File: src/rtl/serial_twos_complement_pkg.sv
// Shared types for the digit-serial two's-complement unit: mode encodings,
// FSM states and the invert-decision helper.
package serial_twos_complement_pkg;

  typedef enum logic [1:0] {
    MODE_PASS = 2'b00,
    MODE_NEG  = 2'b01,
    MODE_ABS  = 2'b10,
    MODE_RSVD = 2'b11
  } mode_e;

  typedef enum logic [1:0] {
    ST_IDLE = 2'b00,
    ST_BUSY = 2'b01,
    ST_DONE = 2'b10
  } state_e;

  // Reserved mode falls through to PASS because it matches neither arm.
  function automatic logic needs_invert(input logic [1:0] mode, input logic sign);
    return (mode == MODE_NEG) || ((mode == MODE_ABS) && sign);
  endfunction

endpackage

File: src/rtl/serial_twos_complement_chunk_incrementer.sv
// One W-bit stage of the serial negator: optional bitwise invert followed by
// a carry-in increment; the carry-out feeds the next chunk through a flop.
module chunk_incrementer #(
  parameter int W = 8
) (
  input  logic [W-1:0] a,
  input  logic         invert,
  input  logic         cin,
  output logic [W-1:0] sum,
  output logic         cout
);

  logic [W-1:0] operand;

  always_comb begin
    operand     = invert ? ~a : a;
    {cout, sum} = {1'b0, operand} + (W+1)'(cin);
  end

endmodule

File: src/rtl/serial_twos_complement.sv
// Digit-serial negate / absolute-value / pass unit: processes W bits per
// clock LSB first, carrying between chunks through a registered carry.
module serial_twos_complement
  import serial_twos_complement_pkg::*;
#(
  parameter int N = 24,
  parameter int W = 8
) (
  input  logic         clk,
  input  logic         rst,
  input  logic         in_valid,
  output logic         in_ready,
  input  logic [N-1:0] in_data,
  input  logic [1:0]   in_mode,
  output logic         out_valid,
  input  logic         out_ready,
  output logic [N-1:0] out_data,
  output logic         out_ovf,
  output logic         out_zero
);

  localparam int CHUNKS = N / W;
  localparam int CNT_W  = (CHUNKS > 1) ? $clog2(CHUNKS) : 1;
  localparam logic [CNT_W-1:0] LAST    = CNT_W'(CHUNKS - 1);
  localparam logic [N-1:0]     MIN_NEG = N'(1) << (N - 1);

  state_e           state;
  logic [N-1:0]     op_sr;
  logic [CNT_W-1:0] cnt;
  logic             carry;
  logic             invert;
  logic             ovf_pend;
  logic [W-1:0]     sum;
  logic             cout;
  logic [N-1:0]     next_res;
  logic             accept_invert;

  chunk_incrementer #(.W(W)) u_inc (
    .a      (op_sr[W-1:0]),
    .invert (invert),
    .cin    (carry),
    .sum    (sum),
    .cout   (cout)
  );

  // Result is assembled in place in out_data; it is only qualified by out_valid.
  always_comb begin
    next_res = out_data;
    next_res[cnt*W +: W] = sum;
    accept_invert = needs_invert(in_mode, in_data[N-1]);
  end

  always_ff @(posedge clk) begin
    if (rst) begin
      state     <= ST_IDLE;
      in_ready  <= 1'b1;
      out_valid <= 1'b0;
      out_data  <= '0;
      out_ovf   <= 1'b0;
      out_zero  <= 1'b0;
      op_sr     <= '0;
      cnt       <= '0;
      carry     <= 1'b0;
      invert    <= 1'b0;
      ovf_pend  <= 1'b0;
    end else begin
      case (state)
        ST_IDLE: begin
          if (in_valid) begin
            op_sr    <= in_data;
            invert   <= accept_invert;
            carry    <= accept_invert;
            ovf_pend <= accept_invert && (in_data == MIN_NEG);
            cnt      <= '0;
            in_ready <= 1'b0;
            out_ovf  <= 1'b0;
            out_zero <= 1'b0;
            state    <= ST_BUSY;
          end
        end
        ST_BUSY: begin
          out_data <= next_res;
          carry    <= cout;
          op_sr    <= op_sr >> W;
          if (cnt == LAST) begin
            cnt       <= '0;
            out_valid <= 1'b1;
            out_ovf   <= ovf_pend;
            out_zero  <= (next_res == '0);
            state     <= ST_DONE;
          end else begin
            cnt <= cnt + 1'b1;
          end
        end
        ST_DONE: begin
          if (out_ready) begin
            out_valid <= 1'b0;
            in_ready  <= 1'b1;
            state     <= ST_IDLE;
          end
        end
        default: begin
          state    <= ST_IDLE;
          in_ready <= 1'b1;
        end
      endcase
    end
  end

endmodule

File: config.mk
export PLATFORM = sky130hd
export DESIGN_NAME = serial_twos_complement
export DESIGN_NICKNAME = d
export VERILOG_FILES = /design/src/rtl/serial_twos_complement_pkg.sv /design/src/rtl/serial_twos_complement_chunk_incrementer.sv /design/src/rtl/serial_twos_complement.sv
export SDC_FILE = /design/constraint.sdc
export NUM_CORES = 1
export LEC_CHECK = 0
export ABC_AREA = 1
export BUFFER_PORTS_ARGS = -buffer_cell sky130_fd_sc_hd__buf_2
export CELL_PAD_IN_SITES_DETAIL_PLACEMENT = 0
export CELL_PAD_IN_SITES_GLOBAL_PLACEMENT = 2
export CORE_ASPECT_RATIO = 1.75
export CORE_MARGIN = 4
export CORE_UTILIZATION = 27
export DETAILED_ROUTE_END_ITERATION = 16
export PLACE_DENSITY = 0.83
export REMOVE_ABC_BUFFERS = 1
export SYNTH_ARGS = -nofsm -noshare
export SYNTH_HDL_FRONTEND = slang
export SYNTH_SLANG_ARGS = --single-unit
File: constraint.sdc
create_clock -name clk -period 1.94 [get_ports clk]
set_input_delay 0.194 -clock clk [delete_from_list [all_inputs] [get_ports clk]]
set_output_delay 0.194 -clock clk [all_outputs]
set_load 0.01 [all_outputs]
Word level (Yosys, flattened, before mapping)
Index checks and enable logic that the tools add are counted.

storage, ports and cells
  register bits after elaboration = 59
  latch bits = 0
  bits in writable memories = 0
  ROM bits = 0
  input bits = 30
  output and inout port bits = 28
  word-level logic and storage cells = 63
  memories = 0

cells by class
  add/subtract/negate cells = 3
  multiply operators = 0
  divide/modulo/power cells = 0
  order comparisons = 0
  equal/unequal tests = 9
  shift-type cells = 2
  mux-type cells = 23
  bitwise logic cells = 2
  reduce and logical (&&, ||, !) cells = 13

operators with widths
  kind                                                   number
  case mux 24 bit (2 select lines)                       1
  negation 5 -> 34 bit                                   1
  variable shift 8 x 34 -> 24 bit, first input constant  1
  indexed part select 8 x 34 -> 24 bit                   1
  bitwise mux 24 bit                                     1
  equality test 24 bit, second input constant            1
  logical NOT 24 bit                                     1
  2-to-1 mux 24 bit                                      1
  AND reduction 3 bit                                    4
  2-to-1 mux 2 bit                                       5
  adder 8 x 1 -> 9 bit                                   1
  2-to-1 mux 8 bit                                       1
  inverter 8 bit                                         1
  case mux 1 bit (2 select lines)                        4
  2-to-1 mux 1 bit                                       7
  equality test 2 bit, second input constant             3
  inequality test 2 bit, second input constant           3
  case mux 2 bit (3 select lines)                        1
  equality test 2 x 1 -> 1 bit, second input constant    2
  case mux 2 bit (2 select lines)                        1
  AND reduction 2 bit                                    2
  nonzero test 2 bit                                     2
  case mux 1 bit (3 select lines)                        1
  adder 2 x 1 -> 2 bit, second input constant            1
  4 further kinds                                        5

Logic depth before layout (Yosys ltp)
Gate-level depths: netlist (run 1).

  depth after elaboration = 8
  gate-level depth with buffers = 16
  depth with buffers taken out = 16

Cells and area by module
Synthesis (run 1) repeated with hierarchy kept, for this count alone.

unflattened totals
  cell total of the unflattened synthesis = 509
  area, all modules = 3455.8 um2

modules (own cells, without submodules)
  module                  times used  cells an instance  area an instance (um2)  sequential area each (um2)
  serial_twos_complement  1           450                3042.9                  1181.1
  chunk_incrementer       1           59                 412.9                   0.0

Worst setup path before layout (run 1)
Ideal clock, no wire load.

  kind = register -> register
  start point = reg invert
  end point = reg out_zero
  library setup time = 66 ps
  data arrival time = 2023 ps
  required time = 1874 ps
  slack = -149 ps
  stages on the path, launching flop included = 16
  buffers on the path = 1
  period minus slack after synthesis = 2089 ps
  cells stage by stage = dfxtp_1 buf_6 xor2_1 ha_1 ha_1 nand2_1 inv_1 a21boi_0 nand3_1 nor2_1 nand3_1 nor2_1 nand2_1 nor2_1 nand2_1 a21oi_2

between the ends
  longest elaborated chain between the ends = 7

ends and longest elaborated chain
  element                               line                                            RTL
  start: declaration                    serial_twos_complement.sv:31                    logic invert;
  start signal: assignment              serial_twos_complement.sv:71                    invert <= accept_invert;
  2-to-1 mux 8 bit                      serial_twos_complement_chunk_incrementer.sv:16  operand = invert ? ~a : a;
  adder 8 x 1 -> 9 bit                  serial_twos_complement_chunk_incrementer.sv:17  {cout, sum} = {1'b0, operand} + (W+1)'(cin);
  indexed part select 8 x 34 -> 24 bit  serial_twos_complement.sv:49                    next_res[cnt*W +: W] = sum;
  bitwise mux 24 bit                    serial_twos_complement.sv:49
  logical NOT 24 bit                    serial_twos_complement.sv:89                    out_zero <= (next_res == '0);
  2-to-1 mux 1 bit                      serial_twos_complement.sv:85                    if (cnt == LAST) begin
  case mux 1 bit (2 select lines)       serial_twos_complement.sv:67                    case (state)
  end signal: assignment                serial_twos_complement.sv:89
  end: declaration                      serial_twos_complement.sv:19                    output logic out_zero

No other way between the ends. The select of a mux whose other input is x is not followed.
A chain may end at the register's enable or synchronous reset.

Worst setup path in the final report (run 1)
Ends and elaborated chain as after synthesis.

==> qor.yml, run 1 <==
outcome:
  status: "finished with violations"
  violations: "setup timing"
layout:
  syn_to_final_growth_pct: 33.5
  drive_gt1_share_pct: 24.5
  n_antenna_cell: 0
  fin_area_sq_um: 4260
  nets: 599
setup_path:
  r2r_cells: 14
  endpoint: "out_zero$_SDFFE_PP0P_"
  r2r-end: "out_zero$_SDFFE_PP0P_"
  r2r_slack_ns: -0.01
  cp-startpoint: "invert$_SDFFE_PP0P_"
  r2r-start: "invert$_SDFFE_PP0P_"
  crit_fanout: 2
  arrival_ns: 2.21
  endpoint_kind: "flop"
  startpoint_type: "flop"
  criticalPathCategory: "flop to flop"
  worstPathRequired_ns: 2.20
power_and_ir_drop:
  internal-power_w: 0.00285
  cellPowerDensity_nw_per_um2: 913
  power_w: 0.00389
  pwr-share-clk_pct: 47.7
  ir_drop_mv: 0.474
  swShare_pct: 26.7
  leakage_nw: 1.98
  power_frac_seq_pct: 34.3
  power_frac_comb_pct: 18.0
  p_switching_w: 0.00104
grt:
  grt_max_degree: 43
  antenna_found_initial: 0
  grtUsageTotal_pct: 14.6
  grt_pass1_wl_microns: 16100
  grt-ovfl-total: 0
  grt_pass1_vias: 3360
timing:
  period_minus_slack_ns: 1.95
  fmax_mhz: 512
  worstMarginPinSlew_ns: 0.539
  fin_skew_ns: 0.00436
  fin_crit_sh_pct: 101
  slew-limit-headroom_pct: 64.1
  setup_violations: 1
  rsz0062_at_grt: "yes"
  hold_violations: 0
  fin_ws_ns: -0.0147
  finalMaxSlewViolations: 0
logic_synthesis:
  postSynthAreaPerCell_sq_um: 6.69
  synth_ff_type: "dfxtp_1"
  syn_inst: 477
  synth-edff-count: 0
  synth_top_area_share_pct: 37.0
  ys_seq_area_share_pct: 37.0
  ys_async_sr_fraction_pct: 0
  ys_types: 37
  yosysWarningCount: 0
  netlist_top_cells_area: "dfxtp_1 (37%), nand2_1 (17%), a21oi_1 (6.4%), inv_1 (6.0%), nand3_1 (4.5%)"
  ys_seq_elements: 59
  yosysTopAreaCell: "dfxtp_1"
  syn_area_sq_um: 3190
route:
  drtIter0Drc: 85
  wl_microns: 9700
  routed_via_density: 4.75
  first_pass_iters: 4
  route.vias.total: 3334
  drt-wirelength-per-cell_microns: 13.8
  drc_errors: 0
  antenna_left: 0
placement:
  pre_cts_ws_ns: -0.144
  place_area_sq_um: 3830
  globalplace.congestion: 0.826
  hpwl_microns: 7510
  port_buffers: 57
clocking:
  clkSinkCount: 59
  cts_hold_buf: 0
  path_clk_slew_ns: 0.05
  htreeDepth: 3
  cts_tree: "built"
  cts-root-buf: "clkbuf_16"
  cts_buffer_depth: 2
  cts_buffers: 9
  worst_skew_pair.late_latency_ns: 0.33
floorplanning:
  die_width_microns: 90.2
  dieArea_sq_um: 13700
  rows: 52
  initial_core_util_pct: 27.5
  core_area_sq_um: 11600
  ios: 58
  die_h_microns: 152
worst_hold_path:
  hp-class: "primary input to flop"
flow_run:
  maxCapViolCount: 0
==> worst max-delay path, cell delays in order, from the launching register on <==
cell      delay, ns
dfxtp_2        0.33
xor2_1         0.15
ha_2           0.22
ha_4           0.21
nand2_2        0.08
inv_1          0.06
a21boi_2       0.16
nand3_1        0.10
nor2_1         0.09
nand3_1        0.08
nor2_1         0.09
nand2_1        0.05
nor2_1         0.08
nand2_1        0.07
a21oi_2        0.13
==> stage by stage <==
stage | instances | setup TNS, ns | util, % | hold slack [ns]
floorplan | 457 | -54.12 | - | 0.256
global placement | 684 | -0.124 | 33.0 | 0.421
detailed placement | 684 | -0.144 | 33.0 | 0.420
CTS | 700 | -0.00425 | 36.5 | 0.0676
global route | 702 | -0.215 | 36.8 | 0.0886
finish | 702 | -0.0147 | 36.8 | 0.0765
==> synthesized netlist by cell type, types with 6 or more instances <==
cell type  count
ha_1           7
nand2_1      146
inv_1         51
a21oi_1       41
dfxtp_1       59
a211oi_1      10
o21ai_0       23
nor2_1        33
nand4_1       15
clkbuf_1      12
nand3_1       29
o211ai_1       6
==> power by group through the flow <==
| stage | Combinational, W | Sequential, W | Clock [W] |
|---|---|---|---|
| 4_1_cts | 0.000699 | 0.00133 | 0.00189 |
| 3_3_place_gp | 0.000678 | 0.00135 | 0 |
| 5_1_grt | 0.000789 | 0.00134 | 0.00196 |
| 3_5_place_dp | 0.000683 | 0.00136 | 0 |
| 2_1_floorplan | 0.000360 | 0.00137 | 0 |
| 6_report | 0.000700 | 0.00133 | 0.00186 |
==> flip-flops by register name (all words and copies together) (netlist names) <==
| name | cells |
|---|---|
| state | 2 |
| invert | 1 |
| out_zero | 1 |
| op_sr | 24 |
| out_data | 24 |
| in_ready | 1 |
| cnt | 2 |
| out_ovf | 1 |
| ovf_pend | 1 |
| out_valid | 1 |
| carry | 1 |
==> cells in the final DEF, fill, tap and decap left out, types with 5 or more instances in the layout <==
master,instances
a211oi_1,10
a21oi_1,40
buf_2,57
buf_4,34
clkbuf_16,9
dfxtp_1,57
ha_1,5
inv_1,51
nand2_1,140
nand2_2,10
nand3_1,29
nand4_1,15
nor2_1,30
nor4_1,5
o211ai_1,6
o21ai_0,21
==> what timing repair did <==
item | CTS | global route
gates resized for setup | 15 | 8
hold endpoints to repair | 0 | 0
pin swaps | 2 | 4
buffers inserted | 0 | 2
setup endpoints to repair | 1 | 20
==> kinds of logic (layout without fill, tap and decap cells) <==
family / count (synthesis) / after routing / synth area share (%)
simple gates: 241 / 241 / 32.7
compound gates: 92 / 92 / 16.7
buf+inv: 74 / 164 / 9.76
flops: 59 / 59 / 37.0
fa+ha+maj: 7 / 7 / 2.74
xor+xnor: 4 / 4 / 1.10
==> worst min path at each step <==
stage / slack, ns / cells after the start / to / start
3_5_place_dp: 0.42 / 2 / out_valid$_SDFFE_PP0P_ / out_ready
2_1_floorplan: 0.26 / 1 / out_zero$_SDFFE_PP0P_ / rst
6_report: 0.08 / 2 / out_valid$_SDFFE_PP0P_ / out_ready
4_1_cts: 0.07 / 2 / out_valid$_SDFFE_PP0P_ / out_ready
5_1_grt: 0.09 / 2 / out_valid$_SDFFE_PP0P_ / out_ready
3_3_place_gp: 0.42 / 2 / out_valid$_SDFFE_PP0P_ / out_ready
==> per-layer routing <==
| metal | routed length (microns) | up-vias | global-route usage (%) |
|---|---|---|---|
| li1 | - | 1735 | - |
| met1 | 3920 | 1511 | 15.0 |
| met2 | 5220 | 73 | 28.0 |
| met3 | 381 | 15 | 3.36 |
| met4 | 182 | 0 | 6.06 |
| met5 | 0 | - | 0 |
==> layout make-up <==
cell class	count	area (sq um)
Fill cell	1327	7320
Clock buffer	11	243
Clock inverter	5	100
Timing Repair Buffer	94	592
Multi-Input combinational cell	344	1770
Sequential cell	59	1180
Inverter	54	206
Tap cell	135	169
Note: power is estimated with default switching activity, not from simulation.
==> run 2, diff against run 1 <==
--- a/config.mk
+++ b/config.mk
@@ -15,6 +15,7 @@
 export DETAILED_ROUTE_END_ITERATION = 16
 export PLACE_DENSITY = 0.83
 export REMOVE_ABC_BUFFERS = 1
+export SETUP_SLACK_MARGIN = 0.2
 export SYNTH_ARGS = -nofsm -noshare
 export SYNTH_HDL_FRONTEND = slang
 export SYNTH_SLANG_ARGS = --single-unit
==> constraint.sdc (replaced) <==
create_clock -name clk -period 1.94 [get_ports clk]
set_input_delay 0.194 -clock clk [delete_from_list [all_inputs] [get_ports clk]]
set_output_delay 0.194 -clock clk [all_outputs]
set_load 0.05 [all_outputs]
==> run 2 against run 1 <==
  * The run still ends with setup timing left
  * Setup slack worse by 0.031 ns
  * Largest cell class unchanged
  * Clock power about the same
  * Worst hold slack worse by 0.0018 ns
  * Critical endpoint unchanged
  * Die area unchanged
  * Critical path type unchanged
  * Non-clock buffer count up 7
==> qor.yml, run 2 (synthesis results as in run 1) <==
setup_path:
  path_delay_family: "simple AND/OR/NAND/NOR gates"  # unchanged
  r2r_cells: 13  # was 14
  crit_path_max_incr_delay_ns: 0.34  # was 0.33 ns
  criticalPathCategory: "flop to flop"  # unchanged
  r2r-start: "invert$_SDFFE_PP0P_"  # unchanged
  crit_cells: 13  # was 14
  cp_slowest_cell: "dfxtp_2"  # unchanged
  startpoint_type: "flop"  # unchanged
  cp_num_buf_inv: 1  # unchanged
  arrival_ns: 2.25  # was 2.21 ns
  cp-startpoint: "invert$_SDFFE_PP0P_"  # unchanged
  path_cells: "xor2_1 > ha_2 > buf_4 > nand2_4 > nor2_4 > nand3_2 > nand3_1 > nand2_1 > nor2_1 > nand2_1 > nor2_1 > nand2_1 > a21oi_2"  # was xor2_1 > ha_2 > ha_4 > nand2_2 > inv_1 > a21boi_2 > nand3_1 > nor2_1 > nand3_1 > nor2_1 > nand2_1 > nor2_1 > nand2_1 > a21oi_2
  worstPathRequired_ns: 2.20  # about the same
  endpoint: "out_zero$_SDFFE_PP0P_"  # unchanged
  r2r_slack_ns: -0.05  # was -0.01 ns
  cpMostUsedCell: "nand2_1"  # was nor2_1
  endpoint_kind: "flop"  # unchanged
  crit_fanout: 5  # was 2
  r2r-end: "out_zero$_SDFFE_PP0P_"  # unchanged
power_and_ir_drop:
  internal-power_w: 0.00289  # was 0.00285 W
  power_frac_seq_pct: 32.9  # was 34.3%
  p_switching_w: 0.00116  # was 0.00104 W
  power_w: 0.00405  # was 0.00389 W
  pwr-share-clk_pct: 46.0  # was 47.7%
  swShare_pct: 28.7  # was 26.7%
  cellPowerDensity_nw_per_um2: 905  # was 913 nW/um^2
  power_frac_comb_pct: 21.1  # was 18.0%
  ir_drop_mv: 0.473  # was 0.474 mV
  leakage_nw: 2.08  # was 1.98 nW
clocking:
  cts_buffer_depth: 2  # unchanged
  path_clk_slew_ns: 0.05  # about the same
  clkSinkCount: 59  # unchanged
  cts-root-buf: "clkbuf_16"  # unchanged
  cts_tree: "built"  # unchanged
  worst_skew_pair.late_latency_ns: 0.33  # about the same
  cts_buffers: 9  # unchanged
  htreeDepth: 3  # unchanged
grt:
  grt_pass1_wl_microns: 16200  # was 16100 microns
  grtUsageTotal_pct: 14.7  # was 14.6%
  grt-ovfl-total: 0  # unchanged
  antenna_found_initial: 0  # unchanged
  grt_max_degree: 43  # unchanged
  grt_pass1_vias: 3398  # was 3360
floorplanning:
  die_width_microns: 90.2  # unchanged
  core_area_sq_um: 11600  # unchanged
  rows: 52  # unchanged
  ios: 58  # unchanged
  dieArea_sq_um: 13700  # unchanged
  initial_core_util_pct: 27.5  # unchanged
  die_h_microns: 152  # unchanged
layout:
  regArea_sq_um: 1180  # unchanged
  n_antenna_cell: 0  # unchanged
  most-common-layout-cells: "nand2_1 (129), dfxtp_1 (57), buf_2 (57)"  # was nand2_1 (140), dfxtp_1 (57), buf_2 (57)
  drive_gt1_share_pct: 30.1  # was 24.5%
  nets: 606  # was 599
  final_cells: 709  # was 702
  layout_commonest_cell: "nand2_1"  # unchanged
  fillCellCount: 1308  # was 1327
  fin_area_sq_um: 4470  # was 4260 sq um
  syn_to_final_growth_pct: 40.2  # was 33.5%
  biggestRegsByFlops: "op_sr x24, out_data x24"  # unchanged
  multiInputGateArea_sq_um: 1910  # was 1770 sq um
timing:
  fin_hold_ws_ns: 0.0748  # was 0.0765 ns
  fin_skew_ns: 0.00401  # was 0.00436 ns
  rsz0062_at_grt: "yes"  # unchanged
  hold_violations: 0  # unchanged
  period_minus_slack_ns: 1.99  # was 1.95 ns
  setup_violations: 1  # unchanged
  fmax_mhz: 504  # was 512 MHz
  fin_ws_ns: -0.0457  # was -0.0147 ns
  fin_crit_sh_pct: 102  # was 101%
  finalMaxSlewViolations: 0  # unchanged
  worstMarginPinSlew_ns: 0.543  # was 0.539 ns
  slew-limit-headroom_pct: 63.7  # was 64.1%
placement:
  dp_cells: 684  # unchanged
  port_buffers: 57  # unchanged
  pre_cts_ws_ns: -0.144  # unchanged
  hpwl_microns: 7510  # unchanged
  globalplace.congestion: 0.826  # unchanged
  place_area_sq_um: 3830  # unchanged
flow_run:
  maxCapViolCount: 0  # unchanged
route:
  drc_errors: 0  # unchanged
  antenna_left: 0  # unchanged
  wl_microns: 9960  # was 9700 microns
  routed_via_density: 4.80  # was 4.75
  drt-wirelength-per-cell_microns: 14.0  # was 13.8 microns
  route.vias.total: 3405  # was 3334
  drtIter0Drc: 136  # was 85
  first_pass_iters: 4  # unchanged
outcome:
  status: "finished with violations"  # unchanged
  violations: "setup timing"  # unchanged
worst_hold_path:
  hp-class: "primary input to flop"  # unchanged
  hold_start: "out_ready"  # unchanged
==> run 2: cell types whose count changed in the layout (fill, tap and decap cells not counted), moves of 4 or more <==
cell,change
nand2_2,+5
nand3_2,+5
nand3_1,-6
nand2_1,-11
nand2_4,+6
inv_2,+4
buf_6,+6
==> run 2: layer usage <==
| layer | vias up | track usage [%] | wire [microns] |
|---|---|---|---|
| met1 | 1559 | 14.9 | 3930 |
| met4 | 0 | 6.94 | 277 |
| met3 | 22 | 2.97 | 423 |
| li1 | 1750 | - | - |
| met2 | 74 | 28.0 | 5320 |
| met5 | - | 0 | 0 |
==> run 2: power by group through the flow <==
stage                     Combinational, W  Sequential (W)  Clock, W
after floorplan                   0.000360         0.00144         0
after global placement            0.000754         0.00135         0
after detailed placement          0.000760         0.00136         0
after CTS                         0.000804         0.00133   0.00189
after global routing              0.000943         0.00134   0.00195
final                             0.000855         0.00133   0.00186
==> run 2: metrics by stage <==
step           utilization, %  setup TNS (ns)
2_1_floorplan               -          -54.20
3_3_place_gp             33.0          -0.124
3_5_place_dp             33.0          -0.144
4_1_cts                  37.3               0
5_1_grt                  38.6          -0.298
6_report                 38.6         -0.0457
==> run 2: area by class of cell <==
class | instances | area share [%]
clock buffer | 11 | 5.43
clock inverter | 5 | 2.24
inverter | 54 | 4.59
multi-input combinational | 344 | 42.6
sequential | 59 | 26.5
tap | 135 | 3.78
timing repair buffer | 101 | 14.9
==> run 2: worst min-delay path by stage <==
| stage | end | slack [ns] | depth (start not counted) |
|---|---|---|---|
| 6_report | out_valid$_SDFFE_PP0P_ | 0.07 | 2 |
| 5_1_grt | out_valid$_SDFFE_PP0P_ | 0.09 | 2 |
| 3_3_place_gp | out_valid$_SDFFE_PP0P_ | 0.42 | 2 |
| 3_5_place_dp | out_valid$_SDFFE_PP0P_ | 0.42 | 2 |
| 2_1_floorplan | out_zero$_SDFFE_PP0P_ | 0.26 | 1 |
| 4_1_cts | out_valid$_SDFFE_PP0P_ | 0.07 | 2 |
==> run 2: timing repair <==
action	CTS	global route
gates resized for setup	31	38
endpoints found under the setup margin	30	41
buffers inserted	5	4
pin swaps	9	12
hold buffers	0	0
